[config.mk]
export PLATFORM = sky130hd
export DESIGN_NAME = fetch_unit
export DESIGN_NICKNAME = d
export VERILOG_FILES = /design/src/rtl/fetch_unit.sv
export SDC_FILE = /design/constraint.sdc
export NUM_CORES = 1
export LEC_CHECK = 0
export BUFFER_PORTS_ARGS = -buffer_cell sky130_fd_sc_hd__buf_2
export CORE_ASPECT_RATIO = 1.1
export CORE_UTILIZATION = 50
export DETAILED_ROUTE_END_ITERATION = 7
export PLACE_DENSITY = 0.7
export SLEW_MARGIN = 20
export SYNTH_ARGS = -nofsm -noshare
export SYNTH_HDL_FRONTEND = slang
export SYNTH_SLANG_ARGS = --single-unit
[constraint.sdc]
create_clock -name clk -period 5.1 [get_ports clk]
set_clock_uncertainty 0.05 [all_clocks]
set_input_delay 1.02 -clock clk [delete_from_list [all_inputs] [get_ports clk]]
set_output_delay 1.02 -clock clk [all_outputs]
set_load 0.01 [all_outputs]
[src/rtl/fetch_unit.sv]
// Two-state fetch/execute sequencer over a small program memory; FETCH_INSTR_COUNT_EN adds a retired-instruction counter.
// Latency: 1 FETCH cycle then >=1 EXEC cycle, so one instruction per 2 cycles when unstalled.
// Backpressure: stall freezes EXEC (pc, IR, instr_valid held); next_pc is consumed only when EXEC completes.
module fetch_unit #(
  parameter int IMEM_AW = 4
) (
  input  logic        clk,
  input  logic        reset,
  input  logic        run,
  input  logic        stall,
  input  logic        prog_we,
  input  logic [7:0]  prog_addr,
  input  logic [7:0]  prog_data,
  input  logic [7:0]  next_pc,
  output logic [7:0]  instruction,
  output logic [7:0]  current_pc,
  output logic        instr_valid,
  output logic        busy,
  output logic        halted,
  output logic [15:0] instr_count
);

  typedef enum logic [1:0] {IDLE, FETCH, EXEC, HALT} state_t;

  state_t     state, state_nxt;
  logic [7:0] pc;
  logic [7:0] ir;
  logic [7:0] mem [0:(1<<IMEM_AW)-1];
  logic       pc_clr, pc_ld, ir_ld;
  logic       prog_in_range, fetch_in_range, prog_wr;
  logic [7:0] fetch_dat;

  // Addresses beyond the memory depth never alias: writes drop, fetches return NOP.
  assign prog_in_range  = (prog_addr >> IMEM_AW) == 8'h00;
  assign fetch_in_range = (pc >> IMEM_AW) == 8'h00;
  assign fetch_dat      = fetch_in_range ? mem[pc[IMEM_AW-1:0]] : 8'h00;
  assign prog_wr        = prog_we && prog_in_range && (state == IDLE || state == HALT);

  always_comb begin
    state_nxt = state;
    pc_clr    = 1'b0;
    pc_ld     = 1'b0;
    ir_ld     = 1'b0;
    case (state)
      IDLE, HALT: begin
        if (run) begin
          pc_clr    = 1'b1;
          state_nxt = FETCH;
        end
      end
      FETCH: begin
        ir_ld     = 1'b1;
        state_nxt = EXEC;
      end
      EXEC: begin
        if (!stall) begin
          if (ir == 8'hFF) begin
            state_nxt = HALT;
          end else begin
            pc_ld     = 1'b1;
            state_nxt = FETCH;
          end
        end
      end
      default: state_nxt = IDLE;
    endcase
  end

  always_ff @(posedge clk or negedge reset) begin
    if (!reset) begin
      state <= IDLE;
      pc    <= 8'h00;
      ir    <= 8'h00;
    end else begin
      state <= state_nxt;
      if (pc_clr)
        pc <= 8'h00;
      else if (pc_ld)
        pc <= next_pc;
      if (ir_ld)
        ir <= fetch_dat;
    end
  end

  // Program memory survives reset so a reset-and-rerun replays the same program.
  always_ff @(posedge clk) begin
    if (prog_wr)
      mem[prog_addr[IMEM_AW-1:0]] <= prog_data;
  end

`ifdef FETCH_INSTR_COUNT_EN
  logic [15:0] cnt_q;
  logic        retire;
  logic        cnt_clr;

  assign retire  = (state == EXEC) && !stall;
  assign cnt_clr = (state == HALT) && run;

  always_ff @(posedge clk or negedge reset) begin
    if (!reset)
      cnt_q <= 16'h0000;
    else if (cnt_clr)
      cnt_q <= 16'h0000;
    else if (retire)
      cnt_q <= cnt_q + 16'd1;
  end

  assign instr_count = cnt_q;
`else
  assign instr_count = 16'h0000;
`endif

  assign instruction = ir;
  assign current_pc  = pc;
  assign instr_valid = (state == EXEC);
  assign busy        = (state == FETCH) || (state == EXEC);
  assign halted      = (state == HALT);

endmodule
==> Word level (Yosys, flattened, before mapping) <==
Memory sizes are Yosys's and may differ from the RTL's.
Cells that the tools add are included.
Widths: inputs -> output; s select.
{ "totals": {"mem_bits_rw": 128, "reg_bits": 18, "output_inout_bits": 35, "wordCells": 35, "n_memories": 1} }
{ "mem_list": {"columns": ["name", "depth", "width", "read_ports", "rd_clocked_by_memory_dff", "write_ports", "line", "source"], "rows": [
  ["mem", 16, 8, 1, 0, 1, "28", "logic [7:0] mem [0:(1<<IMEM_AW)-1];"]
]} }
{ "classes": {"n_reduce_logical": 10, "n_mux": 15, "n_eq_ne": 6} }
{ "ops": {"columns": ["op", "n"], "rows": [
  ["$mux 8", 3],
  ["$logic_not 8->1", 2],
  ["$eq 8x8->1 const B", 1],
  ["$mux 1", 8],
  ["$mux 2", 3],
  ["$pmux 2 s3", 1],
  ["$eq 2x2->1 const B", 2],
  ["$ne 2x2->1 const B", 2],
  ["$eq 2x1->1 const B", 1],
  ["$logic_and 1x1->1", 2],
  ["$logic_not 2->1", 1],
  ["$logic_or 1x1->1", 2],
  ["$reduce_and 2->1", 1],
  ["$reduce_bool 2->1", 1],
  ["$reduce_or 2->1", 1]
]} }

==> Depth between registers and ports, before layout <==
Gate-level depths: netlist of the first run.
{ "depth": {"depth_word": 6, "ltp_mapped": 7, "ltp_nobuf": 6} }

==> Least setup slack after synthesis of the first run <==
Ideal clock, no wire load.
{ "synth_path": {"kind": "input to register", "startpoint": "input port prog_addr[4]", "endpoint": "memory mem[12][0] (enable)", "path_slack_ns": 2.131, "path_stages": 4, "arrival_ns": 2.549, "setup_ns": 0.370, "path_cell_list": "or4b_1 -> nor3_2 -> or3b_4 -> nor2_1"} }
{ "synth_between": {"elab_chain_cells": 5} }
{ "synth_rtl": {"columns": ["element", "line", "source"], "rows": [
  ["start: declaration", "12", "input logic [7:0] prog_addr,"],
  ["$logic_not 8->1", "34", "assign prog_in_range = (prog_addr >> IMEM_AW) == 8'h00;"],
  ["$logic_and 1x1->1 (2 in a row)", "37", "assign prog_wr = prog_we && prog_in_range && (state == IDLE || state == HALT);"],
  ["$mux 1", "87", "if (prog_wr)"],
  ["$mux 1 (not written as such)", "88", "mem[prog_addr[IMEM_AW-1:0]] <= prog_data;"],
  ["end: declaration", "28", null]
]} }
No other way between the ends.

==> Worst setup path in the final report of the first run <==
{ "layout_path": {"startpoint": "input port prog_addr[4]", "endpoint": "memory mem[3][3] (enable)"} }
The elaborated chain is that of the path after synthesis.

==> key figures, run 1 <==
Finish
  • Share of layout cells above drive strength 1: 0.231
  • Final nets: 437
  • Final Cell Area: 6750 sq um
  • ANT cells: 0
  • Fin util: 0.587
  • Area delta synth->final: 14.0%
  • Non-filler instance count after layout: 566

Floorplanning
  • I/O Pins: 64
  • Core outline area: 11,500 sq um
  • Die Wd: 106 um
  • Rows: 41
  • Die ar.: 12,300 sq um
  • Chip Height: 116 um
  • Initial core utilization: 0.515

Timing
  • Fin. max-slew vios: 0
  • Worst Tran Pin Value: 0.996 ns
  • Final worst-path cycle share: 0.599
  • Final min period: 3.06 ns
  • Peak Freq: 0.327 GHz
  • Final setup margin: 2.04 ns
  • Hold_ws: 0.487 ns
  • Setup_tns: 0 ns
  • Final Hold Viols: 0
  • Rel. slew slack: 0.331
  • Final setup viols: 0
  • RSZ-0062 raised after global routing: false

Clocking
  • Setup repair bufs after CTS: 0
  • Hold_buf cts: 0
  • CTS resizes: 0
  • Clock Sink Count: 146
  • Bufs on Longest Clock Path: 2
  • Worst skew pair latency: 0.41 ns
  • CTS buffer count: 17
  • CTS root buffer: clkbuf_16
  • CTS H-tree lvls: 4
  • CTS tree: yes
  • Clock Pin Slew Worst Setup and Hold Paths: 0.05 ns

Place
  • Final HPWL DP: 7960 um
  • Worst slack, placed: 1.56 ns
  • Placed cells: 536
  • Cell Area, Placed: 6240 sq um
  • Port bufs: 47
  • RD Place Congestion: 0.836

GRT
  • Total GRT Usage: 0.209
  • Number of global-route vias before repair: 3,164
  • First-pass GRT wire length: 18,100 um
  • Overflow after GRT: 0
  • Number of antenna violations at the first check in global routing: 0
  • Pin count of the biggest net entering global routing: 50

Power
  • PwrDens: 487 nW/um^2
  • Worst IR Drop VDD: 242 uV
  • Lkg Pwr: 2.38 nW
  • Tot Pwr: 3.29 mW

Logic synthesis
  • YS warnings: 0
  • FF+latch count, synth: 146
  • Mapped Avg Cell Area: 16.9 sq um
  • Area of the mapped netlist: 5920 sq um
  • Primary FF master, synth: edfxtp_1
  • Async S/R FF share, synth: 0.123
  • Synth unique cells: 29
  • Post-synthesis sequential area ratio: 0.725
  • Gate count after technology mapping: 351
  • Post-synth EDFFs: 128

Worst setup path
  • CP max stage cell: nor3_1
  • CP Capture Type: flop
  • Worst Setup Start Kind: primary input
  • CP max stage delay: 0.80 ns
  • Critical path class: primary input to flop
  • Worst-path cell chain: buf_2, or4b_1, nor3_2, nand3_1, nor3_1
  • Critical path peak fanout: 8
  • Worst path required time: 5.09 ns
  • Crit path DAT: 3.04 ns

Route
  • Drt wl/cell: 20.9 um
  • DR vias: 3,202
  • TritonRoute pass-1 iters: 5
  • Routed vias/inst: 5.66
  • Drt first-iter violations: 247
  • DRC errors left: 0
  • Detailed Route WL: 11,800 um
  • Antenna Nets Post-Route: 0

Worst hold path
  • Hold Crit Class: primary input to async pin

Run
  • Max-cap violations: 0

Status
  • Status: complete, no violations
synthesized netlist by cell type, drive strengths merged, types with 4 or more instances:
library cell	instances	area, sq um
clkbuf	5	18.8
buf	24	160
nand2	14	52.6
edfxtp	128	3840
mux2i	40	400
a21oi	9	45.0
nor3	7	55.1
mux4	16	360
a22oi	16	120
dfrtp	18	450
o21ai	4	23.8
nor2b	11	68.8
nand3	17	85.1
nor2	22	82.6
worst max-delay path, delay by kind of cell:
family | cells | cell delay [ns]
and+or+nand+nor | 4 | 1.93
buffers and inverters | 1 | 0.09
kinds of logic (layout without fill, tap and decap cells):
| kind of cell | count (synthesis) | count (layout) | share of synthesized area |
|---|---|---|---|
| AND/OR/NAND/NOR | 84 | 84 | 0.0752 |
| AO/OA/AOI/OAI | 29 | 29 | 0.0319 |
| multiplexers | 56 | 56 | 0.128 |
| other | 1 | 16 | 0.000633 |
| flip-flops | 146 | 146 | 0.725 |
| adder cells (fa/ha/maj) | 3 | 3 | 0.00634 |
| buffers and inverters | 32 | 82 | 0.0321 |
cell type report:
cell class,count,area (sq um)
Multi-Input combinational cell,188,1500
Inverter,3,11.3
Tap cell,150,188
Clock buffer,21,440
Timing Repair Buffer,49,250
Sequential cell,146,4300
Clock inverter,9,67.6
Fill cell,864,4740
path summary, 6_finish.rpt:
check	from	endpoint	slack, ns	cells past startpoint
max	prog_addr[4]	mem[3][3]$_DFFE_PP_	2.04	5
min	reset	current_pc[0]$_DFFE_PN0P_	0.49	1
max reg2reg	state[0]$_DFFE_PN0P_	mem[3][3]$_DFFE_PP_	2.42	6
min reg2reg	current_pc[5]$_DFFE_PN0P_	current_pc[5]$_DFFE_PN0P_	0.50	2
max in group asynchronous	reset	current_pc[1]$_DFFE_PN0P_	4.20	1
min in group clk	current_pc[5]$_DFFE_PN0P_	current_pc[5]$_DFFE_PN0P_	0.50	2
where the power goes:
part	internal [mW]	leakage [nW]	switching, mW
clock network	0.653	0.246	0.427
registers	1.37	1.38	0.0551
logic	0.317	0.748	0.470
total	2.34	2.38	0.952
state kept, by name, summed over array words and instances, names as in the netlist:
| signal | flops |
|---|---|
| current_pc | 8 |
| instruction | 8 |
| mem | 128 |
| state | 2 |
metal layers:
| layer | part of all wire | GRT usage | wire (um) | up-vias |
|---|---|---|---|---|
| met2 | 0.46 | 0.315 | 5440 | 148 |
| met4 | 0.029 | 0.107 | 341 | 0 |
| li1 | - | - | - | 1437 |
| met3 | 0.062 | 0.0485 | 734 | 30 |
| met5 | 0 | 0 | 0 | - |
| met1 | 0.45 | 0.288 | 5310 | 1587 |
cells in the final DEF, fill, tap and decap left out, types with 3 or more instances in the layout:
cell type	instances
buf_2	47
nor3_2	5
a21oi_1	9
a22oi_1	16
nand3_1	17
inv_1	3
ha_1	3
nand2b_1	3
dfrtp_1	17
nor2_1	22
clkbuf_16	17
clkbuf_1	4
edfxtp_1	128
mux4_2	16
clkinv_1	4
nand2_1	14
mux2i_1	40
conb_1	16
o21ai_0	3
clkinv_2	3
nor2b_1	11
No activity file was read; power rests on OpenSTA's default activity.
==> inputs of run 2 (changes only) <==
--- a/config.mk
+++ b/config.mk
@@ -5,11 +5,12 @@
 export SDC_FILE = /design/constraint.sdc
 export NUM_CORES = 1
 export LEC_CHECK = 0
+export ABC_AREA = 1
 export BUFFER_PORTS_ARGS = -buffer_cell sky130_fd_sc_hd__buf_2
 export CORE_ASPECT_RATIO = 1.1
 export CORE_UTILIZATION = 50
 export DETAILED_ROUTE_END_ITERATION = 7
-export PLACE_DENSITY = 0.7
+export PLACE_DENSITY = 0.72
 export SLEW_MARGIN = 20
 export SYNTH_ARGS = -nofsm -noshare
 export SYNTH_HDL_FRONTEND = slang
==> constraint.sdc (replaced) <==
create_clock -name clk -period 2.7 [get_ports clk]
set_clock_uncertainty 0.05 [all_clocks]
set_input_delay 0.54 -clock clk [delete_from_list [all_inputs] [get_ports clk]]
set_output_delay 0.54 -clock clk [all_outputs]
set_load 0.01 [all_outputs]
==> run 2 against run 1 <==
Compared with the run above: critical path depth grew 2; clock-buffer cell count decreased by 3; area after synthesis increased by 6.1%; critical path type is now flop to flop; largest cell class unchanged; highest routed layer unchanged.
==> key figures, run 2 <==
Clocking
  • CTS tree: yes
  • CTS buffer count: 17 (unchanged)
  • CTS H-tree lvls: 4 (unchanged)
  • CTS root buffer: clkbuf_16
  • Clock Pin Slew Worst Setup and Hold Paths: 0.06 ns (about the same)
  • CTS resizes: 0 (unchanged)
  • Worst skew pair latency: 0.42 ns (about the same)
  • Setup repair bufs after CTS: 0 (unchanged)
  • Clock Sink Count: 146 (unchanged)
  • Bufs on Longest Clock Path: 2 (unchanged)

Run
  • Max-cap violations: 0 (unchanged)

Worst setup path
  • Reg2reg end: mem[3][7]$_DFFE_PP_
  • Critical path peak fanout: 8 (unchanged)
  • Worst path required time: 2.78 ns (-2.31 ns)
  • Crit path capture: mem[3][7]$_DFFE_PP_
  • CP Launch Point: state[0]$_DFFE_PN0P_
  • Critical path class: flop to flop
  • Worst Reg-to-Reg Cells: 7 (+1)
  • CP Capture Type: flop
  • Worst R2R Start: state[0]$_DFFE_PN0P_
  • Internal reg-to-reg setup slack: 0.20 ns (-2.22 ns)
  • Worst Setup Start Kind: flop
  • Crit path DAT: 2.58 ns (-0.46 ns)

Finish
  • Fin util: 0.590 (+0.00213)
  • Share of layout cells above drive strength 1: 0.151 (-0.0795)
  • Final-layout fill cell count: 946 (+9.5%)
  • Multi-input gate area: 1610 sq um (+7.6%)
  • Area delta synth->final: 13.9% (about the same)
  • Number of flip-flops in the largest register: 128 (unchanged)
  • Storage cell area: 4300 sq um (unchanged)
  • Final nets: 667 (+53%)
  • Most frequent cells in the layout: nand2_1, edfxtp_1, nand3_1
  • Most common cell after layout, fill and taps aside: nand2_1
  • ANT cells: 0 (unchanged)

Logic synthesis
  • Primary FF master, synth: edfxtp_1
  • Share of the synthesized area in the top cell type: 0.612 (-0.0372)
  • Most frequent cell after synthesis: nand2_1
  • Synth top area cells: edfxtp_1, nand2_1, nand3_1
  • Post-synth EDFFs: 128 (unchanged)
  • Gate count after technology mapping: 574 (+64%)
  • Mapped Avg Cell Area: 10.9 sq um (-35%)
  • FF+latch count, synth: 146 (unchanged)
  • Yosys top cell by area: edfxtp_1
  • Top cells by count, synth: nand2_1, edfxtp_1, nand3_1, nor2_1, buf_4
  • YS warnings: 0 (unchanged)
  • Post-synthesis sequential area ratio: 0.684 (-0.0416)
  • Async S/R FF share, synth: 0.123 (unchanged)
  • Synth unique cells: 20 (-31%)
  • Area of the mapped netlist: 6280 sq um (+6.1%)

Floorplanning
  • Initial core utilization: 0.517 (+0.00218)
  • I/O Pins: 64 (unchanged)
  • Chip Height: 120 um (+2.9%)
  • Rows: 42 (+2.4%)
  • Die ar.: 13,000 sq um (+6.0%)
  • Die Wd: 109 um (+2.9%)
  • Core outline area: 12,100 sq um (+5.6%)

GRT
  • Total GRT Usage: 0.233 (+0.0238)
  • First-pass GRT wire length: 21,500 um (+19%)
  • Number of antenna violations at the first check in global routing: 0 (unchanged)
  • Number of global-route vias before repair: 4,107 (+30%)
  • Overflow after GRT: 0 (unchanged)
  • Pin count of the biggest net entering global routing: 66 (+32%)

Timing
  • Final worst-path cycle share: 0.927
  • RSZ-0062 raised after global routing: false
  • Setup_tns: 0 ns (unchanged)
  • Final min period: 2.50 ns
  • Hold_ws: 0.311 ns (-0.177 ns)
  • Final Hold Viols: 0 (unchanged)
  • Peak Freq: 0.399 GHz
  • Fin. max-slew vios: 0 (unchanged)
  • Worst Tran Pin Value: 0.862 ns (-0.135 ns)
  • Rel. slew slack: 0.421 (+0.0904)
  • Final setup viols: 0 (unchanged)

Route
  • Drt first-iter violations: 448 (+81%)
  • Antenna Nets Post-Route: 0 (unchanged)
  • Drt wl/cell: 17.1 um (-18%)
  • DR vias: 4,267 (+33%)
  • Routed vias/inst: 5.32 (-6.0%)
  • DRC errors left: 0 (unchanged)
  • TritonRoute pass-1 iters: 5 (unchanged)
  • Detailed Route WL: 13,700 um (+16%)

Worst hold path
  • Hold Crit Class: primary input to flop

Place
  • Final HPWL DP: 8830 um (+11%)
  • RD Place Congestion: 0.844 (+0.92%)
  • Port bufs: 47 (unchanged)

Power
  • Tot Pwr: 6.72 mW (+100%)
  • Lkg Pwr: 2.96 nW (+25%)
  • Worst IR Drop VDD: 635 uV (+160%)
  • PwrDens: 939 nW/um^2 (+93%)

Status
  • Status: complete, no violations
## run 2: cell count changes in the layout (fill, tap and decap cells not counted), moves of 3 or more
| cell | previous run | this run |
|---|---|---|
| a21oi_1 | 9 | 0 |
| a22oi_1 | 16 | 0 |
| buf_4 | 2 | 20 |
| clkbuf_1 | 4 | 1 |
| clkinv_1 | 4 | 8 |
| inv_1 | 3 | 13 |
| mux2i_1 | 40 | 0 |
| mux4_2 | 16 | 0 |
| nand2_1 | 14 | 220 |
| nand2b_1 | 3 | 0 |
| nand3_1 | 17 | 102 |
| nor2_1 | 22 | 34 |
| nor2b_1 | 11 | 0 |
| nor3_2 | 5 | 0 |
## run 2: worst min-delay path by stage
stage,start,to,slack (ns),depth (start not counted)
final,next_pc[7],current_pc[7]$_DFFE_PN0P_,0.31,3
after global placement,reset,instruction[4]$_DFFE_PN0N_,0.43,1
after global routing,next_pc[7],current_pc[7]$_DFFE_PN0P_,0.30,3
after floorplan,reset,current_pc[0]$_DFFE_PN0P_,0.19,0
after detailed placement,reset,instruction[4]$_DFFE_PN0N_,0.44,1
after CTS,next_pc[7],current_pc[7]$_DFFE_PN0P_,0.29,3
## run 2: what timing repair did
item	in CTS	in global routing
hold buffers	1	0
hold endpoints to repair	18	0
endpoints found under the setup margin	0	0
## run 2: metrics by stage
step | setup WS (ns) | area, sq um | std cells
after global routing | 0.0694 | 7160 | 802
after CTS | 0.223 | 7160 | 802
final | 0.196 | 7160 | 802
after detailed placement | 0.232 | 6570 | 769
after global placement | 0.330 | 6570 | 769
after floorplan | 0.590 | 6340 | 589
## run 2: power by group
group          switching [mW]  internal, mW  leakage [nW]
Clock                   0.845          1.43         0.281
Sequential             0.0846          2.57          1.38
Combinational            1.24         0.558          1.30
Total                    2.16          4.55          2.96
## run 2: logic make-up after synthesis
logic type                 Yosys count  share of synthesized area
and+or+nand+nor                    361                      0.239
other                                1                   0.000597
AOI/OAI and AO/OA                    3                    0.00239
DFF                                146                      0.684
adders and majority gates            3                    0.00598
buffers and inverters               60                     0.0687
## run 2: layout make-up
| class | count | share of cell area |
|---|---|---|
| clock buffer | 18 | 0.0600 |
| inverter | 18 | 0.00944 |
| multi-input combinational | 383 | 0.225 |
| tap | 154 | 0.0269 |
| clock inverter | 14 | 0.0203 |
| timing repair buffer | 69 | 0.0580 |
| sequential | 146 | 0.600 |
## run 2: critical path, cell delays in order, from the launching register on
cell	delay, ns
dfrtp_1	0.39
inv_1	0.07
ha_1	0.30
inv_1	0.07
nor3_1	0.53
nand3_1	0.40
nor2_1	0.20
buf_4	0.19
## run 2: routing by layer
metal  global-route usage  vias up  share of wire
li1                     -     2031              -
met1                0.310     2013           0.43
met2                0.355      196           0.48
met3               0.0690       27          0.070
met4               0.0971        0          0.021
met5                    0        -              0
